===== src/rtl/spi_mnrch_param.sv =====
// Parameterised SPI monarch: DATA_W-bit full-duplex MSB-first transfers,
// SCLK = clk/SCLK_DIV, NUM_SS active-low selects, CPOL/CPHA latched per
// transfer. Sequence is IDLE -> FRONT -> XFER -> BACK -> IDLE; FRONT and
// BACK hold SCLK at its idle level for half an SCLK period around the
// 2*DATA_W SCLK edges.
module spi_mnrch_param #(
    parameter int  DATA_W   = 16,
    parameter int  SCLK_DIV = 16,
    parameter int  NUM_SS   = 1,
    localparam int SEL_W    = (NUM_SS > 1) ? $clog2(NUM_SS) : 1
) (
    input  logic              clk,
    input  logic              rst_n,
    input  logic              wrt,
    input  logic [DATA_W-1:0] wt_data,
    input  logic [SEL_W-1:0]  ss_sel,
    input  logic              cpol,
    input  logic              cpha,
    input  logic              MISO,
    output logic              SCLK,
    output logic              MOSI,
    output logic [NUM_SS-1:0] SS_n,
    output logic              busy,
    output logic              done,
    output logic [DATA_W-1:0] rd_data
);

    localparam int H         = SCLK_DIV / 2;
    localparam int CNT_W     = (H > 1) ? $clog2(H) : 1;
    localparam int LAST_EDGE = 2 * DATA_W;
    localparam int EDGE_W    = $clog2(LAST_EDGE + 1);

    typedef enum logic [1:0] {IDLE, FRONT, XFER, BACK} state_t;

    // Per-transfer SPI mode, captured on accept.
    typedef struct packed {
        logic cpol;
        logic cpha;
    } mode_t;

    state_t            state, nxt;
    mode_t             mode_q;
    logic [CNT_W-1:0]  cnt;
    logic [EDGE_W-1:0] edge_cnt, edge_num;
    logic              sclk_q;
    logic [DATA_W-1:0] tx_sr, rx_sr;
    logic [NUM_SS-1:0] ss_q, sel_dec;
    logic              accept, half_done, do_edge, leading, last_edge;
    logic              sample, shift, finish;

    // One-hot decode of the requested serf; an out-of-range index decodes
    // to all zeros, so every select stays high for that transfer.
    for (genvar i = 0; i < NUM_SS; i++) begin : g_sel
        assign sel_dec[i] = (ss_sel == SEL_W'(i));
    end

    assign SCLK = sclk_q;
    assign MOSI = tx_sr[DATA_W-1];
    assign SS_n = ss_q;

    // Strobes: edge k fires at the end of each H-clk window; odd edges are
    // leading. CPHA=0 samples leading / shifts trailing (not the last one);
    // CPHA=1 samples trailing / shifts leading (not the first one).
    always_comb begin
        accept    = (state == IDLE) && wrt;
        half_done = (cnt == CNT_W'(H - 1));
        edge_num  = edge_cnt + EDGE_W'(1);
        leading   = edge_num[0];
        last_edge = (edge_num == EDGE_W'(LAST_EDGE));
        do_edge   = ((state == FRONT) || (state == XFER)) && half_done;
        sample    = do_edge && (leading ^ mode_q.cpha);
        shift     = do_edge && (mode_q.cpha ? (leading && (edge_num != EDGE_W'(1)))
                                            : (!leading && !last_edge));
        finish    = (state == BACK) && half_done;
    end

    // Next-state logic.
    always_comb begin
        nxt = state;
        unique case (state)
            IDLE:    if (wrt) nxt = FRONT;
            FRONT:   if (half_done) nxt = XFER;
            XFER:    if (half_done && last_edge) nxt = BACK;
            BACK:    if (half_done) nxt = IDLE;
            default: nxt = IDLE;
        endcase
    end

    // State register.
    always_ff @(posedge clk or negedge rst_n) begin
        if (!rst_n) state <= IDLE;
        else        state <= nxt;
    end

    // Half-period timer and SCLK edge counter; both park at zero in IDLE.
    always_ff @(posedge clk or negedge rst_n) begin
        if (!rst_n) begin
            cnt      <= '0;
            edge_cnt <= '0;
        end else if (state == IDLE) begin
            cnt      <= '0;
            edge_cnt <= '0;
        end else begin
            cnt <= half_done ? '0 : cnt + CNT_W'(1);
            if (do_edge) edge_cnt <= edge_num;
        end
    end

    // Mode latch, SCLK, selects and handshake flags. Reset idles in mode 3
    // so the legacy fixed-mode peripherals see a high SCLK.
    always_ff @(posedge clk or negedge rst_n) begin
        if (!rst_n) begin
            mode_q <= '{cpol: 1'b1, cpha: 1'b1};
            sclk_q <= 1'b1;
            ss_q   <= '1;
            busy   <= 1'b0;
            done   <= 1'b0;
        end else if (accept) begin
            mode_q <= '{cpol: cpol, cpha: cpha};
            sclk_q <= cpol;
            ss_q   <= ~sel_dec;
            busy   <= 1'b1;
            done   <= 1'b0;
        end else if (do_edge) begin
            sclk_q <= ~sclk_q;
        end else if (finish) begin
            ss_q <= '1;
            busy <= 1'b0;
            done <= 1'b1;
        end
    end

    // Shift registers. MISO is sampled on the clk edge that moves SCLK, so
    // it sees the value the serf set up half an SCLK period earlier.
    always_ff @(posedge clk or negedge rst_n) begin
        if (!rst_n) begin
            tx_sr   <= '0;
            rx_sr   <= '0;
            rd_data <= '0;
        end else begin
            if (accept)     tx_sr <= wt_data;
            else if (shift) tx_sr <= {tx_sr[DATA_W-2:0], 1'b0};
            if (sample)     rx_sr <= {rx_sr[DATA_W-2:0], MISO};
            if (finish)     rd_data <= rx_sr;
        end
    end

endmodule


===== config.mk =====
export PLATFORM = sky130hd
export DESIGN_NAME = spi_mnrch_param
export DESIGN_NICKNAME = d
export VERILOG_FILES = /design/src/rtl/spi_mnrch_param.sv
export SDC_FILE = /design/constraint.sdc
export NUM_CORES = 1
export LEC_CHECK = 0
export ABC_AREA = 1
export ABC_CLOCK_PERIOD_IN_PS = 1570
export BUFFER_PORTS_ARGS = -buffer_cell sky130_fd_sc_hd__buf_4
export CORE_ASPECT_RATIO = 2
export CORE_MARGIN = 10
export CORE_UTILIZATION = 51
export DETAILED_ROUTE_END_ITERATION = 10
export PLACE_DENSITY = 0.79
export SETUP_SLACK_MARGIN = 0.2
export SYNTH_ARGS = -nofsm -noshare
export SYNTH_HDL_FRONTEND = slang
export SYNTH_SLANG_ARGS = --single-unit

===== constraint.sdc =====
create_clock -name clk -period 1.57 [get_ports clk]
set_input_delay 0.0785 -clock clk [delete_from_list [all_inputs] [get_ports clk]]
set_output_delay 0.0785 -clock clk [all_outputs]
set_load 0.05 [all_outputs]

==> flow_summary_export.csv <==
group,metric,value,unit
status,violations,"negative setup slack",
synth,synth_cells,353,
timing,skew,0.002426,ns
grt,grt_pass1_vias,2759,
drt,vias_per_cell,5.648,
drt,routedWlPerCell,19.99,um
drt,first_pass_iters,4,
grt,grt_pass1_wl,12.72,mm
drt,ant_nets,0,
timing,worst_pin_slew,0.4233,ns
synth,synth_edf_count,0,
timing,fin_ws,-0.2529,ns
synth,synth-xor-area-share,0.6001,%
hold_path,holdCritPathClass,"input pin to flip-flop",
critical_path,worstPathRequired,1.79,ns
finish,seq_area,1609,um2
drt,wl,9.997,mm
synth,netlist_top_cells_count,"nand2_1, dfrtp_1, o21ai_0",
grt,overflow,0,
timing,slew_headroom,71.78,%
clocking,insertion_delay,0.34,ns
timing,fin_crit,1.823,ns
critical_path,crit_arrival,2.04,ns
drt,dr.first_iter.drc_count,184,
finish,drive_above_1_share,50.57,%
synth,yosysMostFrequentCell,"nand2_1",
critical_path,crit_type,"flip-flop to flip-flop",
synth,yosys_warnings,0,
clocking,numCtsBuffers,9,
grt,grt_antenna_before_repair,0,
synth,synth_compound_area_share,7.887,%
synth,synth-adder-area-share,3.429,%
floorplan,die_y,127.0,um
finish,finalInstanceArea,4702,um2
power,leakagePower,2.265,nW
critical_path,rr_worst_depth,9,
placement,placed_cell_area,3416,um2
clocking,clkTransAtPathRegs,0.05,ns
finish,multi_input_area,1697,um2
critical_path,startpoint_type,"flip-flop",
critical_path,worstReg2RegStart,"edge_cnt[1]",
finish,n_antenna_cell,0,
floorplan,start_util,51.57,%
synth,synth_area_leader_cell,"dfrtp_1",
synth,syn_area,2919,um2
drt,drc,0,
floorplan,die-area,9333,um2
drt,vias,2824,
critical_path,crit_fanout,6,
synth,async_reset_ff_share,100.0,%
grt,grt.total_usage,16.94,%
synth,synth_top_family_by_area,"simple AND/OR/NAND/NOR gates",
timing,finalHoldViolations,0,
synth,yosys-top-cells-area,"dfrtp_1, nand2_1, o21ai_0",
synth,synth-simple-area-share,25.98,%
finish,utilization,83.07,%
timing,final.period_utilization,116.1,%
job,cap_viol_max_count,0,
synth,synth_seq_area_share,54.99,%
synth,synth.area.mux_share,0.3858,%
timing,grt_setup_unrepaired,"true",
critical_path,reg2reg_slack,-0.25,ns
status,status,"finished, violations left",
floorplan,rows,39,
power,power.total,6.641,mW
placement,post-dp-hpwl,4.443,mm
finish,syn_to_final_growth,61.08,%
critical_path,worst_path_largest_cell_delay,0.45,ns
hold_path,holdPathStages,5,
hold_path,min_from,"wt_data[6]",
critical_path,worstReg2RegEnd,"state[0]",
critical_path,crit_chain,"ha_4 -> xor2_2 -> nor2_2 -> nand3_2 -> buf_4 -> o21ai_4 -> nand2_2 -> nand2_1 -> o21ai_1",
floorplan,pin_count,44,
finish,finalNetCount,466,
power,irDropWorstVdd,1812,uV
timing,max_freq,548.6,MHz
timing,slew_violations,0,
power,p_per_area,1412,nW/um2
synth,synth.distinct_cells,24,
clocking,clk_path_buf_depth,2,
floorplan,fp.dieW,73.50,um
synth,synth_top_area_share,52.29,%
timing,setup_violations,26,
finish,n_fill_cell,299,
clocking,cts_root_buffer,"clkbuf_16",
synth,synth_ff_type,"dfrtp_1",
clocking,cts_tree,"done",
critical_path,critPathSlowestCell,"dfrtp_2",
grt,grt_max_degree,35,
critical_path,crit_path_end_kind,"flip-flop",
clocking,htreeDepth,3,
floorplan,coreArea,5660,um2
placement,numPortBuffers,43,
placement,gp_congestion,0.8759,
placement,pre_cts_ws,-0.1300,ns
synth,synth_nets,384,
clocking,cts_sinks,64,
synth,yosys_register_bits,64,
hold_path,holdPathEnd,"tx_sr[6]",
synth,avgSynthCellArea,8.269,um2
[timing repair]
| item | in CTS | in global routing |
|---|---|---|
| hold buffers | 6 | 0 |
| gates cloned | 3 | 5 |
| hold endpoints to repair | 32 | 0 |
| setup buffers | 13 | 7 |
| pin swaps | 9 | 32 |
| setup endpoints to repair | 56 | 62 |
| gates resized for setup | 98 | 103 |
[worst max-delay path by stage]
stage / start / slack (ns) / end / depth (start not counted)
floorplan: edge_cnt[1] / -0.02 / tx_sr[15] / 11
global placement: edge_cnt[1] / -0.06 / tx_sr[3] / 12
detailed placement: edge_cnt[1] / -0.13 / tx_sr[3] / 12
CTS: edge_cnt[0] / -0.1 / tx_sr[5] / 10
global route: edge_cnt[0] / -0.30 / state[0] / 11
finish: edge_cnt[1] / -0.25 / state[0] / 9
[report_power, final]
part           internal [mW]  leakage [nW]  switching, mW  total, mW
sequential              2.02         0.849          0.255       2.27
clock                   1.26         0.139          0.699       1.96
combinational          0.939          1.28           1.47       2.41
total                   4.21          2.27           2.43       6.64
[area by class of cell]
class,count,share of cell area [%]
clock buffer,12,5.242
clock inverter,3,0.9047
inverter,32,2.821
multi-input combinational,243,36.08
sequential,64,34.22
tap,61,1.623
timing repair buffer,85,19.11
[metrics by stage]
step	hold WS (ns)	std cells	setup TNS (ns)
3_3_place_gp	0.04057	451	-0.7135
3_5_place_dp	0.04142	451	-2.317
6_report	0.03190	500	-3.708
2_1_floorplan	-0.2171	353	-0.1439
4_1_cts	0.02933	488	-1.515
5_1_grt	0.06838	500	-5.491
[registers in the layout (all words and copies together) (netlist names)]
register	cells
rx_sr	16
SCLK	1
rd_data	16
busy	1
state	2
edge_cnt	6
SS_n	1
tx_sr	16
mode_q	1
cnt	3
done	1
[critical path: cells and delay by family (launching register included)]
kind            cells  cell delay [ns]
compound gates      2             0.21
xor+xnor            1             0.16
fa+ha+maj           1             0.20
buf+inv             1             0.16
flops               1             0.45
simple gates        4             0.52
[per-layer routing]
metal / part of all wire (%) / track usage [%]
met1: 33 / 18.12
met2: 56 / 28.43
met3: 5.3 / 4.186
met4: 5.6 / 10.47
met5: 0 / 0
[cell families (layout without fill, tap and decap cells)]
logic type,count (synthesis),after routing
buffers and inverters,47,132
AND/OR/NAND/NOR,186,187
multiplexers,1,1
AO/OA/AOI/OAI,45,45
flip-flops,64,64
adder cells (fa/ha/maj),8,8
XOR/XNOR,2,2
[layout by cell type (no fill, tap or decap), types with 4 or more instances in the layout]
cell type	n
clkbuf_16	12
nand3_2	17
buf_12	7
buf_6	12
nand2_8	6
nand2_1	83
nor2_2	4
nand3_1	8
nand2_4	17
inv_2	6
o21ai_1	12
dfrtp_1	58
nor2_1	11
buf_4	54
inv_1	25
ha_1	4
nand2_2	35
o21ai_2	26
dlygate4sd3_1	6
(Power assumes the default switching activity.)
